### src/rtl/uart_data_tx_if.sv
// Handshake and serial-line bundle for the multi-byte UART transmitter.
// The master side supplies words, the slave side (the transmitter) drives the line and status.
interface uart_data_tx_if #(
  parameter int DATA_WIDTH = 16
);
  logic [2:0]            baud_set;
  logic                  send_en;
  logic [DATA_WIDTH-1:0] data;
  logic                  uart_tx;
  logic                  busy;
  logic                  tx_done;

  modport master (
    output baud_set, send_en, data,
    input  uart_tx, busy, tx_done
  );

  modport slave (
    input  baud_set, send_en, data,
    output uart_tx, busy, tx_done
  );
endinterface

### src/rtl/uart_data_tx.sv
// Multi-byte 8N1 UART transmitter: splits a DATA_WIDTH word into bytes and serialises
// each one, with optional idle bit-times between bytes of the same word.
module uart_data_tx #(
  parameter int DATA_WIDTH = 16,
  parameter bit MSB_FIRST  = 1'b1,
  parameter int GAP_BITS   = 0,
  parameter int SIM_DIV    = 0
) (
  input logic           clk,
  input logic           reset,
  uart_data_tx_if.slave bus
);
  localparam int NBYTES = DATA_WIDTH / 8;
  localparam int BYTE_W = $clog2(NBYTES + 1);
  localparam logic [BYTE_W-1:0] NBYTES_L = BYTE_W'(NBYTES);
  localparam logic [3:0] GAP_LAST = (GAP_BITS > 0) ? 4'(GAP_BITS - 1) : 4'd0;

  typedef enum logic [2:0] {
    S_IDLE  = 3'd0,
    S_START = 3'd1,
    S_DATA  = 3'd2,
    S_STOP  = 3'd3,
    S_GAP   = 3'd4
  } state_t;

  state_t                state_q;
  logic [DATA_WIDTH-1:0] shift_q;
  logic [12:0]           div_q;
  logic [12:0]           cnt_q;
  logic [12:0]           cnt_d;
  logic [12:0]           div_sel;
  logic [2:0]            bit_q;
  logic [3:0]            gap_q;
  logic [BYTE_W-1:0]     bytes_q;
  logic                  tx_q;
  logic                  busy_q;
  logic                  done_q;
  logic [7:0]            cur_byte;
  logic                  bit_end;

  always_comb begin
    div_sel = 13'd434;
    if (SIM_DIV != 0) begin
      div_sel = 13'(SIM_DIV);
    end else begin
      case (bus.baud_set)
        3'd0:    div_sel = 13'd5208;
        3'd1:    div_sel = 13'd2604;
        3'd2:    div_sel = 13'd1302;
        3'd3:    div_sel = 13'd868;
        default: div_sel = 13'd434;
      endcase
    end
  end

  // The byte on the wire always sits at the end of the shift register that leaves first.
  assign cur_byte = MSB_FIRST ? shift_q[DATA_WIDTH-1 -: 8] : shift_q[7:0];
  assign bit_end  = (cnt_q == div_q - 13'd1);
  assign cnt_d    = bit_end ? 13'd0 : cnt_q + 13'd1;

  always_ff @(posedge clk) begin
    if (reset) begin
      state_q <= S_IDLE;
      shift_q <= '0;
      div_q   <= '0;
      cnt_q   <= '0;
      bit_q   <= '0;
      gap_q   <= '0;
      bytes_q <= '0;
      tx_q    <= 1'b1;
      busy_q  <= 1'b0;
      done_q  <= 1'b0;
    end else begin
      done_q <= 1'b0;
      case (state_q)
        S_IDLE: begin
          tx_q   <= 1'b1;
          busy_q <= 1'b0;
          cnt_q  <= '0;
          if (bus.send_en) begin
            shift_q <= bus.data;
            div_q   <= div_sel;
            bytes_q <= NBYTES_L;
            state_q <= S_START;
            tx_q    <= 1'b0;
            busy_q  <= 1'b1;
          end
        end
        S_START: begin
          cnt_q <= cnt_d;
          if (bit_end) begin
            state_q <= S_DATA;
            bit_q   <= 3'd0;
            tx_q    <= cur_byte[0];
          end
        end
        S_DATA: begin
          cnt_q <= cnt_d;
          if (bit_end) begin
            if (bit_q == 3'd7) begin
              state_q <= S_STOP;
              tx_q    <= 1'b1;
              bytes_q <= bytes_q - BYTE_W'(1);
              shift_q <= MSB_FIRST ? (shift_q << 8) : (shift_q >> 8);
            end else begin
              bit_q <= bit_q + 3'd1;
              tx_q  <= cur_byte[bit_q + 3'd1];
            end
          end
        end
        S_STOP: begin
          cnt_q <= cnt_d;
          if (bit_end) begin
            if (bytes_q == '0) begin
              state_q <= S_IDLE;
              busy_q  <= 1'b0;
              done_q  <= 1'b1;
            end else if (GAP_BITS > 0) begin
              state_q <= S_GAP;
              gap_q   <= 4'd0;
            end else begin
              state_q <= S_START;
              tx_q    <= 1'b0;
            end
          end
        end
        S_GAP: begin
          cnt_q <= cnt_d;
          if (bit_end) begin
            if (gap_q == GAP_LAST) begin
              state_q <= S_START;
              tx_q    <= 1'b0;
            end else begin
              gap_q <= gap_q + 4'd1;
            end
          end
        end
        default: begin
          state_q <= S_IDLE;
          tx_q    <= 1'b1;
          busy_q  <= 1'b0;
          cnt_q   <= '0;
        end
      endcase
    end
  end

  assign bus.uart_tx = tx_q;
  assign bus.busy    = busy_q;
  assign bus.tx_done = done_q;
endmodule

### src/flat_wrapper.sv
// flat-port wrapper written by rule: the top's interface ports become plain ports
module uart_data_tx_flat 
#(
  parameter int DATA_WIDTH = 16,
  parameter bit MSB_FIRST  = 1'b1,
  parameter int GAP_BITS   = 0,
  parameter int SIM_DIV    = 0
)
  (clk, reset, bus_baud_set, bus_send_en, bus_data, bus_uart_tx, bus_busy, bus_tx_done);
  uart_data_tx_if #(.DATA_WIDTH(DATA_WIDTH)) bus_i ();
  input logic clk;
  input logic reset;
  input wire logic [$bits(bus_i.baud_set)-1:0] bus_baud_set;
  input wire logic [$bits(bus_i.send_en)-1:0] bus_send_en;
  input wire logic [$bits(bus_i.data)-1:0] bus_data;
  output wire logic [$bits(bus_i.uart_tx)-1:0] bus_uart_tx;
  output wire logic [$bits(bus_i.busy)-1:0] bus_busy;
  output wire logic [$bits(bus_i.tx_done)-1:0] bus_tx_done;
  assign bus_i.baud_set = bus_baud_set;
  assign bus_i.send_en = bus_send_en;
  assign bus_i.data = bus_data;
  assign bus_uart_tx = bus_i.uart_tx;
  assign bus_busy = bus_i.busy;
  assign bus_tx_done = bus_i.tx_done;
  uart_data_tx #(.DATA_WIDTH(DATA_WIDTH), .MSB_FIRST(MSB_FIRST), .GAP_BITS(GAP_BITS), .SIM_DIV(SIM_DIV)) u_core (.clk(clk), .reset(reset), .bus(bus_i));
endmodule
### config.mk
export PLATFORM = sky130hd
export DESIGN_NAME = uart_data_tx_flat
export DESIGN_NICKNAME = d
export VERILOG_FILES = /design/src/rtl/uart_data_tx_if.sv /design/src/rtl/uart_data_tx.sv /design/src/flat_wrapper.sv
export SDC_FILE = /design/constraint.sdc
export NUM_CORES = 1
export LEC_CHECK = 0
export ABC_AREA = 0
export BUFFER_PORTS_ARGS = -buffer_cell sky130_fd_sc_hd__buf_2
export CAP_MARGIN = 25
export CORE_ASPECT_RATIO = 0.5
export CORE_MARGIN = 10
export CORE_UTILIZATION = 30
export DETAILED_ROUTE_END_ITERATION = 8
export PLACE_DENSITY = 0.51
export SYNTH_ARGS = -nofsm -noshare
export SYNTH_HDL_FRONTEND = slang
export SYNTH_SLANG_ARGS = --single-unit
### constraint.sdc
create_clock -name clk -period 2.6 [get_ports clk]
set_input_delay 0.52 -clock clk [delete_from_list [all_inputs] [get_ports clk]]
set_output_delay 0.52 -clock clk [all_outputs]
set_load 0.02 [all_outputs]
## After elaboration in Yosys (flattened, before gate mapping)

Cells that the tools add are included.

| storage, ports and cells | value |
|---|---|
| flip-flop bits (word level) | 57 |
| input bits | 22 |
| output and inout bits | 3 |
| word-level logic and storage cells | 95 |

| operators by class | value |
|---|---|
| add/subtract/negate cells | 5 |
| magnitude comparators | 1 |
| eq/ne operators | 19 |
| muxes and demuxes | 38 |
| bitwise operators | 5 |
| reduce and logical (&&, ||, !) cells | 17 |

Operators with widths:

| operator | number |
|---|---|
| 13-bit one-hot mux with 4 select lines | 1 |
| 16-bit 2-to-1 mux | 3 |
| 16-bit one-hot mux with 2 select lines | 1 |
| 3-bit 2-to-1 mux | 10 |
| 3-bit one-hot mux with 5 select lines | 1 |
| 1-bit 2-to-1 mux | 14 |
| 2-bit by 1-bit inequality test with 1-bit output, second input constant | 7 |
| 13-bit by 1-bit adder with 13-bit output, second input constant | 1 |
| 13-bit == test | 1 |
| 13-bit by 1-bit subtractor with 13-bit output, second input constant | 1 |
| 3-bit by 2-bit == test with 1-bit output, second input constant | 4 |
| 3-bit OR reduction | 3 |
| 4-bit AND reduction | 2 |
| 7-bit AND reduction | 1 |
| 3-bit by 1-bit == test with 1-bit output, second input constant | 2 |
| 3-bit == test, second input constant | 2 |
| 3-bit zero test | 2 |
| 2-bit 2-to-1 mux | 3 |
| 2-bit inequality test, second input constant | 3 |
| 3-bit one-hot mux with 2 select lines | 1 |
| 3-bit AND reduction | 2 |
| 6-bit AND reduction | 1 |
| 1-bit NOT | 5 |
| 1-bit one-hot mux with 5 select lines | 1 |
| 12 further kinds | 13 |

## Logic depth before layout (Yosys ltp)

Gate-level depths: netlist of run 1.

| logic depth | value |
|---|---|
| depth in word-level cells | 6 |
| depth in mapped cells | 10 |
| mapped depth without buffers | 9 |

## Worst setup path after synthesis of run 1

Ideal clock, no wire load.

| timing path | value |
|---|---|
| path type | reg2reg |
| from | register u_core.div_q[1] |
| to | register u_core.state_q[0] |
| library setup time | 0.121 ns |
| data arrival time | 2.695 ns |
| data required time | 2.479 ns |
| path slack | -0.216 ns |
| cell stages (with the launch flop) | 10 |
| path buffers | 0 |
| clock period less this slack | 2.816 ns |
| cell sequence | dfxtp_1 inv_1 ha_1 or4b_1 or3_1 a22oi_2 and3_2 nand3_2 o32ai_2 mux2_2 |

| on the way | value |
|---|---|
| word-level cells in the longest chain between the ends | 4 |
| elaborated cells on any way between the ends | 7 |
| classes of those cells | 1 x add/sub; 5 x eq/ne; 1 x reduce/logical |

RTL lines:

| item | RTL line | text |
|---|---|---|
| start, declared | uart_data_tx.sv:28 | `logic [12:0] div_q;` |
| start signal, assigned | uart_data_tx.sv:82 | `div_q <= div_sel;` |
| 13-bit by 1-bit subtractor with 13-bit output * | uart_data_tx.sv:58 | `assign bit_end = (cnt_q == div_q - 13'd1);` |
| 13-bit == test * | uart_data_tx.sv:58 |  |
| 2-bit by 1-bit inequality test with 1-bit output (no line) | -- |  |
| 7-bit AND reduction (no line) * | -- |  |
| end signal, assigned | uart_data_tx.sv:63 | `state_q <= S_IDLE;` |
| end signal, assigned | uart_data_tx.sv:84 | `state_q <= S_START;` |
| end signal, assigned | uart_data_tx.sv:92 | `state_q <= S_DATA;` |
| end, declared | uart_data_tx.sv:26 | `state_t state_q;` |

Mark *: on every way between the ends. The rest lies on a longest branch, timed or not.
A chain may end at the register's enable or synchronous reset.

## Final worst setup path of run 1

| timing path | value |
|---|---|
| from | register u_core.div_q[4] |
| to | register u_core.state_q[0] |

Same word-level chain as after synthesis.

==> flow_metrics.tcl, run 1 <==
set metrics [dict create \
    wl_per_cell_um 14.6 \
    final_area_um2 3460 \
    hold_ws_ns 0.465 \
    async_flop_share_pct 0 \
    post-dp-hpwl_mm 5.06 \
    r2r_slack_ns -0.01 \
    die_w_um 155 \
    synth_top_area_share_pct 37.3 \
    worstSkewPairLatency_ns 0.29 \
    syn_inst 311 \
    synth_common_cells "dfxtp_1 (51), nor2_1 (41), a21oi_1 (24)" \
    ios 25 \
    viasPerCell 5.07 \
    grt_start_max_net_pins 45 \
    setup_violations 2 \
    die-height_um 87.5 \
    critPathRequiredTime_ns 2.78 \
    violations "setup timing" \
    post_dp_cell_area_um2 3180 \
    grt_pass1_wl_mm 11.6 \
    utilization_pct 39.4 \
    path_max_fanout 4 \
    numCtsBuffers 5 \
    synth_warnings 0 \
    synthTopCellsByArea "dfxtp_1 (37%), nor2_1 (5.6%), mux2i_1 (5.1%)" \
    final-max-slew-violation-count 0 \
    start_util_pct 31.1 \
    wirelength_met1_mm 3.49 \
    wirelength_mm 6.90 \
    dr_wl_met3_um 215 \
    drv_cap 0 \
    drive_gt1_share_pct 27.2 \
    drt-initial-drc-count 123 \
    wl_met2_mm 3.11 \
    finalWorstSetupSlack_ns -0.0108 \
    synth-seq-cells 51 \
    highest_layer "met4" \
    gr-usage-all-layers_pct 10.2 \
    drtPass1Iterations 5 \
    num_antenna_cells 0 \
    hp-class "reg -> reg" \
    peakVddDrop_mv 0.380 \
    nets 387 \
    ys_seq_area_share_pct 37.3 \
    critPathLaunchType "register" \
    slew_headroom_pct 44.2 \
    cellPowerDensity_nw_per_um2 1000 \
    cellLeakagePower_nw 1.35 \
    rsz0062_at_grt "yes" \
    cts_buffer_depth 2 \
    syn_nets 342 \
    endpoint_kind "register" \
    syn_area_um2 2740 \
    drcViolationCount 0 \
    synth_edf_count 0 \
    antenna_found_initial 0 \
    dieArea_um2 13600 \
    yosys.cell_count.top_type "dfxtp_1" \
    finalHoldViolations 0 \
    worst_pin_slew_ns 0.837 \
    min_period_ns 2.61 \
    cp_data_arrival_time_ns 2.79 \
    ant_nets 0 \
    via_count 2405 \
    grt_pass1_vias 2389 \
    grt_overflow 0 \
    synth_largest_area_cell "dfxtp_1" \
    cts.sinks 51 \
    rows 24 \
    fmax_mhz 383 \
    gp_congestion 0.856 \
    core_area_um2 8800 \
    path_class "reg -> reg" \
    cts_root_buffer "clkbuf_16" \
    status "complete, but fails checks" \
    syn2layout_area_growth_pct 26.6 \
    fin_skew_ns 0.00538 \
    htree_levels 2 \
    avgSynthCellArea_um2 8.80 \
    place_ws_ns -0.0497 \
    holdBufCountCts 0 \
    cts_tree "yes" \
    io_buffers 24 \
    synthFlopType "dfxtp_1" \
    nFillCells 891 \
    period_share_pct 100 \
    clkTransAtPathRegs_ns 0.07 \
    synth_cell_types 56 \
]
==> worst max-delay path: stages, from the launching register on <==
cell     delay [ns]
dfxtp_1        0.36
nor3_1         0.42
buf_4          0.21
and3b_1        0.18
nor4_1         0.07
buf_4          0.15
or2_2          0.33
a31oi_1        0.32
o32ai_4        0.16
mux2_4         0.31
==> metrics by stage <==
step                total power, W  TNS (ns)  instances
CTS                        0.00342         0        468
global route               0.00371     -1.92        474
detailed placement         0.00262    -0.373        460
finish                     0.00346   -0.0151        474
global placement           0.00257   -0.0617        460
floorplan                  0.00215         0        311
==> cell type report <==
cell class	instances	area (um^2)	share of cell area (%)
Multi-Input combinational cell	235	1700	49.2
Sequential cell	51	1020	29.5
Inverter	10	37.5	1.08
Timing Repair Buffer	53	379	10.9
Clock inverter	2	35.0	1.01
Tap cell	117	146	4.23
Clock buffer	6	139	4.01
==> state kept, by name (all words and copies together), names as in the netlist <==
register,flops
u_core.cnt_q,13
u_core.div_q,12
u_core.bus.tx_done,1
u_core.bytes_q,2
u_core.bus.busy,1
u_core.state_q,2
u_core.bit_q,3
u_core.bus.uart_tx,1
u_core.shift_q,16
==> report_power, final <==
| part | total, W | switching [W] | internal (W) |
|---|---|---|---|
| Combinational | 0.00163 | 0.000877 | 0.000755 |
| Sequential | 0.00107 | 0.000118 | 0.000948 |
| Clock | 0.000766 | 0.000287 | 0.000479 |
==> worst paths after layout <==
| check | start | to | cells after the start |
|---|---|---|---|
| worst min-delay path | u_core.shift_q[2] | u_core.shift_q[2] | 2 |
| worst min register to register | u_core.shift_q[2] | u_core.shift_q[2] | 2 |
| worst max-delay path | u_core.div_q[4] | u_core.state_q[0] | 9 |
| worst max register to register | u_core.div_q[4] | u_core.state_q[0] | 9 |
==> per-layer routing <==
layer	vias to the layer above	global-route usage, %
met2	40	16.7
met3	8	2.01
met1	1134	13.3
met4	0	3.58
li1	1223	-
met5	-	0
==> layout by cell type (no fill, tap or decap), drive strengths merged, types with 2 or more instances in the layout <==
cell type / n
mux4: 2
and2: 3
xnor2: 10
and4: 2
nand4: 2
nor4: 8
nor3: 9
clkbuf: 6
mux2i: 14
inv: 9
or2: 3
a21oi: 24
nand3: 17
a22oi: 3
clkinv: 2
nor2b: 4
nand2: 11
o21ai: 11
nor2: 41
a31oi: 5
dfxtp: 51
nand2b: 3
and3: 6
xor2: 12
ha: 9
a22o: 2
buf: 53
o31a: 2
a311oi: 8
a211oi: 4
==> cell families after synthesis <==
logic type,synth area share [%]
multiplexers,7.18
XOR/XNOR,7.04
adder cells (fa/ha/maj),4.12
AND/OR/NAND/NOR,20.7
buffers and inverters,3.98
AO/OA/AOI/OAI,19.7
flip-flops,37.3
==> what timing repair did <==
action	CTS	global route
endpoints found under the setup margin	16	24
cloned	0	0
resized for setup	5	16
buffers inserted	0	6
pin swaps	3	6
(Power assumes the default switching activity.)
==> inputs of run 2 (changes only) <==
Settings changed: CORE_UTILIZATION 30 to 43, PLACE_DENSITY 0.51 to 0.66.
==> run 2 against run 1 <==
  * The run still ends with setup timing left
  * Clock skew about the same
  * Total power is 5.6% lower
  * Die area fell by 25%
  * Global-route usage up 1.5 points
  * Critical endpoint is now u_core.shift_q[15]
  * Critical path depth up 1
  * Maximum frequency barely moved
  * Combinational power fell by 4%
  * Clock power is 16% lower
  * Setup slack improved by 0.0020 ns
  * Sequential cell count did not move
==> flow_metrics.tcl, run 2 (synthesis gave the netlist of run 1 again) <==
set metrics [dict create \
    setup_violations 2 \
    core_area_um2 6110 \
    fin_cells 437 \
    hold_ws_ns 0.462 \
    die_w_um 133 \
    io_buffers 24 \
    critPathRequiredTime_ns 2.79 \
    mostFrequentLayoutCells "dfxtp_1 (49), nor2_1 (41), buf_2 (24), a21oi_1 (21), buf_4 (19)" \
    cellLeakagePower_nw 1.29 \
    num_antenna_cells 0 \
    largest_reg_flops 16 \
    finalWorstSetupSlack_ns -0.00874 \
    die-height_um 76.4 \
    endpoint_kind "register" \
    path_max_fanout 10 \
    grt_pass1_vias 2301 \
    fmax_mhz 383 \
    cp_data_arrival_time_ns 2.80 \
    start_util_pct 44.8 \
    peakVddDrop_mv 0.503 \
    top_regs "u_core.shift_q x16, u_core.cnt_q x13, u_core.div_q x12" \
    clkTransAtPathRegs_ns 0.07 \
    min_period_ns 2.61 \
    dieArea_um2 10100 \
    grt_start_max_net_pins 45 \
    status "complete, but fails checks" \
    cellPowerDensity_nw_per_um2 987 \
    htree_levels 2 \
    nets 379 \
    drt-initial-drc-count 128 \
    antenna_found_initial 0 \
    violations "setup timing" \
    slew_headroom_pct 46.7 \
    drtPass1Iterations 4 \
    final_area_um2 3310 \
    critPathMaxStageDelay_ns 0.45 \
    viasPerCell 5.49 \
    grt_overflow 0 \
    numCtsBuffers 5 \
    grt_pass1_wl_mm 10.2 \
    gr-usage-all-layers_pct 11.7 \
    rows 20 \
    cts_root_buffer "clkbuf_16" \
    rsz0062_at_grt "yes" \
    utilization_pct 54.2 \
    post_dp_cell_area_um2 3120 \
    wirelength_mm 6.31 \
    path_class "reg -> reg" \
    cts_buffer_depth 2 \
    drv_cap 0 \
    finalHoldViolations 0 \
    fin_skew_ns 0.00516 \
    dp_cells 427 \
    final-max-slew-violation-count 0 \
    post-dp-hpwl_mm 4.69 \
    critPathLaunchType "register" \
    ant_nets 0 \
    largest_register "u_core.shift_q" \
    gp_congestion 0.825 \
    drive_gt1_share_pct 24.4 \
    cpMaxStageDelayCell "or4b_4" \
    ios 25 \
    hp-class "reg -> reg" \
    worst_pin_slew_ns 0.799 \
    wl_per_cell_um 14.4 \
    via_count 2399 \
    holdBufCountCts 0 \
    period_share_pct 100 \
    cts_tree "yes" \
    final_common_cell "dfxtp_1" \
    cp_cell_sequence "inv_2 > ha_4 > or4b_4 > or3_1 > a22oi_2 > o2111ai_2 > o31ai_4 > buf_12 > a21oi_1 > a311oi_1" \
    cts.sinks 51 \
    worstSkewPairLatency_ns 0.29 \
    drcViolationCount 0 \
    syn2layout_area_growth_pct 21.0 \
]
==> run 2: cell count changes in the layout (fill, tap and decap cells not counted), sizes merged <==
cell      before  now
buf           53   45
clkinvlp       0    1
bufinv         1    0
==> run 2: where the power goes <==
group,internal [W],total [W],switching (W)
Combinational,0.000710,0.00156,0.000848
Sequential,0.000948,0.00106,0.000115
Clock,0.000356,0.000647,0.000291
Total,0.00201,0.00327,0.00125
==> run 2: per-layer routing <==
metal / vias up / routed length, um / global-route usage, %
li1: 1208 / - / -
met4: 0 / 97 / 3.93
met1: 1128 / 3070 / 14.5
met5: - / 0 / 0
met2: 54 / 2860 / 19.1
met3: 9 / 276 / 3.09
==> run 2: layout make-up <==
class / instances / area, um^2
multi-input combinational: 235 / 1700
timing repair buffer: 45 / 303
clock buffer: 6 / 129
fill: 567 / 2790
sequential: 51 / 1020
tap: 88 / 110
inverter: 10 / 37.5
clock inverter: 2 / 12.5
==> run 2: final timing paths <==
check / start / to / slack (ns) / cells after the start
worst min-delay path: u_core.shift_q[1] / u_core.shift_q[1] / 0.46 / 2
worst max register to register: u_core.div_q[1] / u_core.shift_q[15] / -0.009 / 10
worst max-delay path: u_core.div_q[1] / u_core.shift_q[15] / -0.009 / 10
worst min register to register: u_core.shift_q[1] / u_core.shift_q[1] / 0.46 / 2
==> run 2: stage by stage <==
step / setup TNS (ns) / setup slack, ns / power [W]
3_3_place_gp: -0.00152 / -0.00152 / 0.00252
6_report: -0.0151 / -0.00874 / 0.00327
3_5_place_dp: -0.339 / -0.0506 / 0.00257
5_1_grt: -1.65 / -0.112 / 0.00349
4_1_cts: -0.0592 / -0.0164 / 0.00324
2_1_floorplan: 0 / 0.000707 / 0.00215
==> run 2: critical path: cells and delay by family, from the launching register on <==
family	cells	cell delay, ns
AO/OA/AOI/OAI	5	1.03
AND/OR/NAND/NOR	2	0.78
flip-flops	1	0.32
buffers and inverters	2	0.24
adder cells (fa/ha/maj)	1	0.13
==> run 2: repair_timing <==
action	CTS	global route
setup buffers	2	0
endpoints found under the setup margin	16	21
gates resized for setup	8	8
pin swaps	5	0
cloned	0	0
